==> src/rtl/sp_seq_pkg.sv <==
// Shared definitions for the ShortestPath_4 run sequencer.
//   - seq_state_e : sequencer FSM states
//   - default B-port address/data widths and the default RUN timeout
//   - CNT_WIDTH   : width of the run-cycle counter and Run_Cycles
package sp_seq_pkg;

  localparam int A_INIT_WIDTH_DEF   = 11;
  localparam int D_INIT_WIDTH_DEF   = 32;
  localparam int TIMEOUT_CYCLES_DEF = 1048576;
  localparam int CNT_WIDTH          = 32;

  typedef enum logic [3:0] {
    ST_IDLE,
    ST_LOAD,
    ST_CORE_RST,
    ST_GO,
    ST_RUN,
    ST_RD_ISSUE,
    ST_RD_WAIT,
    ST_PRESENT,
    ST_FIN,
    ST_ERR
  } seq_state_e;

endpackage

==> src/rtl/sp_run_sequencer_counter.sv <==
// Saturating cycle counter used for RUN timing and the RUN timeout.
// Ports:
//   Clk, Rst     : clock, asynchronous active-low reset
//   clear        : load zero (wins over enable)
//   enable       : advance by one (sticks at all-ones)
//   count_inc    : saturated count + 1, i.e. the value after this cycle
//   terminal_hit : count_inc equals TERMINAL
module sp_cycle_counter
  import sp_seq_pkg::*;
#(
  parameter logic [CNT_WIDTH-1:0] TERMINAL = CNT_WIDTH'(1)
) (
  input  logic                 Clk,
  input  logic                 Rst,
  input  logic                 clear,
  input  logic                 enable,
  output logic [CNT_WIDTH-1:0] count_inc,
  output logic                 terminal_hit
);

  logic [CNT_WIDTH-1:0] count_reg;
  logic [CNT_WIDTH-1:0] count_next;

  always_comb begin
    count_inc    = (count_reg == '1) ? count_reg : count_reg + CNT_WIDTH'(1);
    terminal_hit = (count_inc == TERMINAL);
    count_next   = count_reg;
    if (clear) begin
      count_next = '0;
    end else if (enable) begin
      count_next = count_inc;
    end
  end

  always_ff @(posedge Clk or negedge Rst) begin
    if (!Rst) begin
      count_reg <= '0;
    end else begin
      count_reg <= count_next;
    end
  end

endmodule

==> src/rtl/sp_run_sequencer.sv <==
// Runs one ShortestPath_4 job through the SRAM B ports:
// stream image into M, pulse Core_Rst then Go, wait for Done (with
// timeout), then stream P back out one word at a time.
// Ports:
//   Clk, Rst                   : clock, asynchronous active-low reset
//   Start, Abort               : job control (Abort wins over everything)
//   Load_Data/Valid/Ready      : input word stream -> M SRAM B port
//   M_Addr_B/Din_B/En_B/We_B   : M SRAM B port
//   Core_Rst, Go, Done         : core control
//   P_Addr_B/Dout_B/En_B/We_B  : P SRAM B port (1-cycle read latency)
//   Dump_Data/Valid/Ready      : result word stream
//   Busy, Finished, Timeout_Err, Run_Cycles : status
module sp_run_sequencer
  import sp_seq_pkg::*;
#(
  parameter int          A_INIT_WIDTH   = A_INIT_WIDTH_DEF,
  parameter int          D_INIT_WIDTH   = D_INIT_WIDTH_DEF,
  parameter int unsigned TIMEOUT_CYCLES = TIMEOUT_CYCLES_DEF
) (
  input  logic                    Clk,
  input  logic                    Rst,
  input  logic                    Start,
  input  logic                    Abort,
  input  logic [D_INIT_WIDTH-1:0] Load_Data,
  input  logic                    Load_Valid,
  output logic                    Load_Ready,
  output logic [A_INIT_WIDTH-1:0] M_Addr_B,
  output logic [D_INIT_WIDTH-1:0] M_Din_B,
  output logic                    M_En_B,
  output logic                    M_We_B,
  output logic                    Core_Rst,
  output logic                    Go,
  input  logic                    Done,
  output logic [A_INIT_WIDTH-1:0] P_Addr_B,
  input  logic [D_INIT_WIDTH-1:0] P_Dout_B,
  output logic                    P_En_B,
  output logic                    P_We_B,
  output logic [D_INIT_WIDTH-1:0] Dump_Data,
  output logic                    Dump_Valid,
  input  logic                    Dump_Ready,
  output logic                    Busy,
  output logic                    Finished,
  output logic                    Timeout_Err,
  output logic [CNT_WIDTH-1:0]    Run_Cycles
);

  // One spare bit so the address never wraps arithmetically and the
  // last-word compare is exact.
  localparam int AW1 = A_INIT_WIDTH + 1;
  localparam logic [AW1-1:0] LAST_ADDR = AW1'((1 << A_INIT_WIDTH) - 1);

  seq_state_e             state_reg, state_next;
  logic [AW1-1:0]          addr_reg, addr_next;
  logic [CNT_WIDTH-1:0]    run_cycles_reg, run_cycles_next;
  logic [D_INIT_WIDTH-1:0] dump_data_reg, dump_data_next;
  logic                    m_write;
  logic [CNT_WIDTH-1:0]    cnt_inc;
  logic                    cnt_terminal;

  // Cleared in GO so the first RUN cycle sees count 0; Run_Cycles then
  // equals the number of cycles from Go to Done inclusive of Done.
  sp_cycle_counter #(
    .TERMINAL (CNT_WIDTH'(TIMEOUT_CYCLES))
  ) u_run_counter (
    .Clk          (Clk),
    .Rst          (Rst),
    .clear        (state_reg == ST_GO),
    .enable       (state_reg == ST_RUN),
    .count_inc    (cnt_inc),
    .terminal_hit (cnt_terminal)
  );

  always_comb begin
    state_next      = state_reg;
    addr_next       = addr_reg;
    run_cycles_next = run_cycles_reg;
    dump_data_next  = dump_data_reg;
    m_write         = 1'b0;
    Load_Ready      = 1'b0;
    Core_Rst        = 1'b0;
    Go              = 1'b0;
    P_En_B          = 1'b0;
    Dump_Valid      = 1'b0;

    // Abort suppresses every strobe of the current cycle as well, so an
    // aborted cycle never half-completes a handshake.
    if (Abort) begin
      state_next = ST_IDLE;
    end else begin
      unique case (state_reg)
        ST_IDLE, ST_FIN, ST_ERR: begin
          if (Start) begin
            state_next      = ST_LOAD;
            addr_next       = '0;
            run_cycles_next = '0;
          end
        end
        ST_LOAD: begin
          Load_Ready = 1'b1;
          if (Load_Valid) begin
            m_write   = 1'b1;
            addr_next = addr_reg + AW1'(1);
            if (addr_reg == LAST_ADDR) begin
              state_next = ST_CORE_RST;
            end
          end
        end
        ST_CORE_RST: begin
          Core_Rst   = 1'b1;
          state_next = ST_GO;
        end
        ST_GO: begin
          Go         = 1'b1;
          state_next = ST_RUN;
        end
        ST_RUN: begin
          // Done beats the timeout when both land in the same cycle.
          if (Done) begin
            run_cycles_next = cnt_inc;
            addr_next       = '0;
            state_next      = ST_RD_ISSUE;
          end else if (cnt_terminal) begin
            state_next = ST_ERR;
          end
        end
        ST_RD_ISSUE: begin
          P_En_B     = 1'b1;
          state_next = ST_RD_WAIT;
        end
        ST_RD_WAIT: begin
          dump_data_next = P_Dout_B;
          state_next     = ST_PRESENT;
        end
        ST_PRESENT: begin
          Dump_Valid = 1'b1;
          if (Dump_Ready) begin
            if (addr_reg == LAST_ADDR) begin
              state_next = ST_FIN;
            end else begin
              addr_next  = addr_reg + AW1'(1);
              state_next = ST_RD_ISSUE;
            end
          end
        end
        default: state_next = ST_IDLE;
      endcase
    end
  end

  always_ff @(posedge Clk or negedge Rst) begin
    if (!Rst) begin
      state_reg      <= ST_IDLE;
      addr_reg       <= '0;
      run_cycles_reg <= '0;
      dump_data_reg  <= '0;
    end else begin
      state_reg      <= state_next;
      addr_reg       <= addr_next;
      run_cycles_reg <= run_cycles_next;
      dump_data_reg  <= dump_data_next;
    end
  end

  assign M_En_B      = m_write;
  assign M_We_B      = m_write;
  assign M_Din_B     = m_write ? Load_Data : '0;
  assign M_Addr_B    = addr_reg[A_INIT_WIDTH-1:0];
  assign P_Addr_B    = addr_reg[A_INIT_WIDTH-1:0];
  assign P_We_B      = 1'b0;
  assign Dump_Data   = dump_data_reg;
  assign Run_Cycles  = run_cycles_reg;
  assign Finished    = (state_reg == ST_FIN);
  assign Timeout_Err = (state_reg == ST_ERR);
  assign Busy        = (state_reg != ST_IDLE) && (state_reg != ST_FIN) &&
                       (state_reg != ST_ERR);

endmodule

==> config.mk <==
export PLATFORM = sky130hd
export DESIGN_NAME = sp_run_sequencer
export DESIGN_NICKNAME = d
export VERILOG_FILES = /design/src/rtl/sp_seq_pkg.sv /design/src/rtl/sp_run_sequencer_counter.sv /design/src/rtl/sp_run_sequencer.sv
export SDC_FILE = /design/constraint.sdc
export NUM_CORES = 1
export LEC_CHECK = 0
export CORE_ASPECT_RATIO = 0.9
export CORE_MARGIN = 5
export CORE_UTILIZATION = 45
export CTS_BUF_LIST = sky130_fd_sc_hd__clkbuf_2
export DETAILED_ROUTE_END_ITERATION = 10
export PLACE_DENSITY = 0.77
export SYNTH_ARGS = -nofsm -noshare
export SYNTH_HDL_FRONTEND = slang
export SYNTH_HIERARCHICAL = 1
export SYNTH_SLANG_ARGS = --single-unit
==> constraint.sdc <==
create_clock -name Clk -period 8.55 [get_ports Clk]
set_clock_uncertainty 0.1 [all_clocks]
set_input_delay 2.565 -clock Clk [delete_from_list [all_inputs] [get_ports Clk]]
set_output_delay 2.565 -clock Clk [all_outputs]
set_load 0.01 [all_outputs]
==> qor.yml, run 1 <==
route:
  vias: 5745
  routed_wl_mm: 17.8
  via_per_inst: 5.37
  drt_iter0_drc: 437
  drc: 0
  wire_per_inst_um: 16.6
  ant_nets: 0
  drtPass1Iterations: 6
power:
  p_seq_share_pct: 51.6
  p_leak_nw: 3.70
  peakVddDrop_mv: 0.0924
  internal_power_mw: 0.744
  sw_frac_of_total_pct: 35.4
  power-per-cell-area_nw_per_um2: 134
  clockPowerShare_pct: 21.0
  p_switching_mw: 0.408
  comb_power_share_pct: 27.5
  p_total_mw: 1.15
cts:
  clk_pin_slew_worst_paths_ns: 0.32
  cts_made_buffers: 9
  cts_resized: 0
  cts_hold_buf: 0
  clkSinkCount: 112
  cts_root_buf: "clkbuf_2"
  htreeDepth: 3
  post_cts_buffers: 0
  cts_tree: "yes"
  clockBufferDepth: 2
  clock_latency_ns: 0.65
global_route:
  grt_pass1_wl_mm: 29.2
  antenna_found_initial: 0
  grt_max_degree: 70
  grt_use_total_pct: 20.3
  grt_pass1_vias: 5405
  grt_remaining_overflow: 0
critical_path:
  arrival_ns: 4.68
  crit_path_max_fanout: 34
  startpoint_type: "primary input"
  crit_type: "in -> out"
  cp.required_ns: 5.89
  endpoint_kind: "primary output"
layout:
  instances_no_fill: 1069
  area_growth_pct: 28.3
  fin_area_um2: 8590
  drive_above_1_share_pct: 9.18
  diodes: 0
  final_core_util_pct: 58.6
  nets: 939
timing:
  rsz0062_at_grt: "no"
  tightestPinTransition_ns: 1.12
  post-route-period-util_pct: 85.9
  tns_ns: 0
  hold_viol: 0
  fin_crit_ns: 7.34
  fmax_mhz: 136
  setup_viol: 0
  fin_hold_ws_ns: 0.442
  relSlewSlack_pct: 25.3
  finalMaxSlewViolations: 0
  finalWorstSetupSlack_ns: 1.21
placed_design:
  hpwl_mm: 13.3
  place_area_um2: 8480
  gp_congestion: 0.857
  io_buffer_count: 198
  place_ws_ns: 1.23
  placed_cells: 1053
synthesis:
  synth_top_family_by_area: "simple AND/OR/NAND/NOR gates"
  syn-num-nets: 802
  synth-xor-area-share_pct: 7.19
  netlist_instances: 729
  ys_warn_count: 6
  synth.top_cell.area_share_pct: 41.8
  synth-simple-area-share_pct: 25.2
  yosys-top-cells-area: "dfrtp_1 (42%), mux2_2 (5.2%), nand3_1 (4.3%), nor2_1 (3.7%), xnor2_1 (3.7%)"
  seq_area_frac_synth_pct: 41.8
  synth_fa_ha_area_share_pct: 0.374
  synth_area_per_cell_um2: 9.19
  synth_common_cells: "dfrtp_1 (112), nor2_1 (66), nand3_1 (57)"
  synth.most_common_cell: "dfrtp_1"
  yosys.area.top_type: "dfrtp_1"
  synth_seq_cells: 112
  synth_mux_area_share_pct: 5.90
  synthDistinctLibCells: 75
  async_reset_ff_share_pct: 100
  synth_edf_count: 0
  synth-compound-area-share_pct: 9.64
  synth_area_um2: 6700
  synth_flop_cell: "dfrtp_1"
floorplan:
  die_w_um: 139
  rows: 42
  die_area_um2: 17400
  ioPinCount: 200
  core_area_um2: 14700
  start_util_pct: 45.7
  die_h_um: 126
min_path:
  hold_class: "reg -> reg"
status:
  status: "finished, final reports clean"
run:
  drv_cap: 0
cells by family after synthesis:
| kind of cell | count (synthesis) |
|---|---|
| AOI/OAI and AO/OA | 100 |
| xor gates and xnor gates | 55 |
| adders and majority gates | 2 |
| buffers and inverters | 120 |
| DFF | 112 |
| muxes | 35 |
| other | 1 |
| and+or+nand+nor | 304 |
power groups by stage:
stage,clock [mW],sequential [mW],combinational [mW]
after floorplan,0,0.586,0.197
after global placement,0,0.602,0.315
after detailed placement,0,0.602,0.318
after CTS,0.253,0.594,0.319
after global routing,0.274,0.598,0.347
final,0.242,0.594,0.316
metal layers:
layer / GRT usage [%] / vias up / part of all wire, %
li1: - / 2795 / -
met1: 27.9 / 2751 / 45
met2: 32.5 / 184 / 47
met3: 5.38 / 15 / 6.9
met4: 4.30 / 0 / 0.89
met5: 0 / - / 0
placed cells by master (no fill, tap or decap), types with 3 or more instances in the layout:
master / n
and3_1: 39
and4_1: 4
nand4b_1: 4
nor2_1: 65
mux2_2: 31
o31ai_1: 12
buf_4: 6
nand3_1: 57
clkdlybuf4s50_1: 197
nand2b_1: 7
dfrtp_1: 112
and2_1: 3
a211oi_1: 4
or4_1: 8
nand4_1: 11
clkbuf_2: 9
xnor2_1: 28
nand4_2: 3
inv_6: 3
and4_2: 3
o21a_1: 5
or2_2: 6
a21oi_1: 13
inv_1: 43
nand2_1: 46
or3_1: 5
nor4_1: 6
o21ai_1: 5
nor3_1: 16
o21ai_0: 36
xor2_1: 27
worst paths after layout:
kind	start	to	slack [ns]	cells past startpoint
setup / recovery	Abort	M_Din_B[16]	1.21	6
hold reg to reg	Dump_Data[28]	Dump_Data[28]	0.44	1
setup reg to reg	u_run_counter/count_reg[0]	state_reg[1]	3.90	13
max in group asynchronous	Rst	u_run_counter/count_reg[13]	5.31	2
min in group asynchronous	Rst	Dump_Data[21]	1.76	1
hold / removal	Dump_Data[28]	Dump_Data[28]	0.44	1
area by class of cell:
cell class,instances,area [um2]
Timing Repair Buffer,203,2020
Tap cell,198,248
Fill cell,1281,6070
Clock buffer,9,45.0
Multi-Input combinational cell,497,3250
Inverter,43,161
Clock inverter,7,68.8
Sequential cell,112,2800
worst max-delay path: stages:
cell,delay (ns)
clkdlybuf4s50_1,0.55
or3_1,0.42
nor2_1,0.11
buf_4,0.28
and3_1,0.21
clkdlybuf4s50_1,0.54
Power figures use the tool's default switching activity.
==> run 2: changes to the inputs <==
--- a/config.mk
+++ b/config.mk
@@ -8,7 +8,7 @@
 export CORE_ASPECT_RATIO = 0.9
 export CORE_MARGIN = 5
 export CORE_UTILIZATION = 45
-export CTS_BUF_LIST = sky130_fd_sc_hd__clkbuf_2
+export CTS_BUF_LIST = sky130_fd_sc_hd__clkbuf_8 sky130_fd_sc_hd__clkbuf_16
 export DETAILED_ROUTE_END_ITERATION = 10
 export PLACE_DENSITY = 0.77
 export SYNTH_ARGS = -nofsm -noshare
==> run 2 against run 1 <==
Net effect: maximum frequency about the same; power increased by 16%; final area increased by 2.2%; non-clock buffer count unchanged; register-to-register slack got worse by 0.02 ns; critical path depth unchanged; sequential share of layout area decreased by 0.71 points; critical endpoint is now M_Din_B[19]; highest routed layer unchanged.
==> qor.yml, run 2 (synthesis results as in run 1) <==
cts:
  htreeDepth: 3
  cts_hold_buf: 0
  cts_root_buf: "clkbuf_16"
  clockBufferDepth: 2
  post_cts_buffers: 0
  cts_tree: "yes"
  clkSinkCount: 112
  clk_pin_slew_worst_paths_ns: 0.08
  cts_made_buffers: 9
  clock_latency_ns: 0.36
  cts_resized: 0
route:
  ant_nets: 0
  via_per_inst: 5.39
  drtPass1Iterations: 4
  drc: 0
  vias: 5759
  drt_iter0_drc: 453
  wire_per_inst_um: 17.0
  routed_wl_mm: 18.2
placed_design:
  placed_cells: 1053
  place_area_um2: 8480
  io_buffer_count: 198
  gp_congestion: 0.857
  hpwl_mm: 13.3
min_path:
  holdPathEnd: "Dump_Data[28]"
  hold_class: "reg -> reg"
  min_path_cells: 1
  min_from: "Dump_Data[28]"
floorplan:
  rows: 42
  ioPinCount: 200
  die_w_um: 139
  core_area_um2: 14700
  start_util_pct: 45.7
  die_h_um: 126
  die_area_um2: 17400
critical_path:
  ff2ff_path_depth: 13
  critPathMostFrequentCell: "clkdlybuf4s50_1"
  endpoint_kind: "primary output"
  critPathSlowestCell: "clkdlybuf4s50_1"
  slowest_delay_ns: 0.55
  crit_path_max_fanout: 34
  r2r-end: "state_reg[1]"
  cp.required_ns: 5.89
  crit_chain: "clkdlybuf4s50_1, or3_1, nor2_1, buf_4, and3_1, clkdlybuf4s50_1"
  crit_type: "in -> out"
  startpoint_type: "primary input"
  r2r_slack_ns: 3.88
  arrival_ns: 4.68
  r2r-start: "u_run_counter/count_reg[0]"
timing:
  relSlewSlack_pct: 25.7
  finalMaxSlewViolations: 0
  tightestPinTransition_ns: 1.11
  post-route-period-util_pct: 85.9
  tns_ns: 0
  setup_viol: 0
  fin_crit_ns: 7.34
  hold_viol: 0
  fmax_mhz: 136
  rsz0062_at_grt: "no"
power:
  power-per-cell-area_nw_per_um2: 152
  peakVddDrop_mv: 0.120
  p_leak_nw: 3.78
global_route:
  grt_use_total_pct: 20.6
  grt_remaining_overflow: 0
  antenna_found_initial: 0
  grt_pass1_vias: 5489
  grt_pass1_wl_mm: 29.8
  grt_max_degree: 70
run:
  drv_cap: 0
layout:
  final_core_util_pct: 59.9
  fin_area_um2: 8780
  instances_no_fill: 1069
  area_growth_pct: 31.1
  nets: 939
  layout_commonest_cell: "clkdlybuf4s50_1"
  drive_above_1_share_pct: 9.30
  mostFrequentLayoutCells: "clkdlybuf4s50_1 (197), dfrtp_1 (112), nor2_1 (65)"
  diodes: 0
status:
  status: "finished, final reports clean"
-- run 2: final cells by class --
cell class,instances,area (um2)
clock buffer,10,239
sequential,112,2800
fill,1260,5880
inverter,43,161
tap,198,248
timing repair buffer,203,2020
clock inverter,6,65.1
multi-input combinational,497,3250
-- run 2: metrics by stage --
step | total power [mW] | hold WS, ns | worst slack [ns]
floorplan | 0.783 | 0.420 | 2.10
global route | 1.40 | 0.417 | 1.08
detailed placement | 0.920 | 0.381 | 1.23
CTS | 1.35 | 0.408 | 1.22
finish | 1.34 | 0.402 | 1.21
global placement | 0.916 | 0.381 | 1.27
-- run 2: power by group --
group          total, mW  switching (mW)  internal [mW]
combinational      0.317           0.174          0.143
clock              0.428           0.212          0.216
sequential         0.593          0.0415          0.551
total               1.34           0.428          0.910
-- run 2: per-layer routing --
metal	vias to the layer above	part of all wire, %	global-route usage (%)
met5	-	0	0
met4	0	0.94	4.47
met3	15	6.7	5.19
met2	197	48	33.2
met1	2748	45	28.4
li1	2799	-	-
-- run 2: worst max-delay path: cells and delay by family --
family / cells / cell delay (ns)
buffers and inverters: 3 / 1.37
and+or+nand+nor: 3 / 0.74
-- run 2: worst max-delay path by stage --
stage | from | endpoint | slack [ns]
2_1_floorplan | Abort | M_We_B | 2.10
3_3_place_gp | Abort | M_Din_B[27] | 1.27
3_5_place_dp | Abort | M_Din_B[17] | 1.23
4_1_cts | Abort | M_Din_B[17] | 1.22
5_1_grt | Abort | M_Din_B[16] | 1.08
6_report | Abort | M_Din_B[19] | 1.21
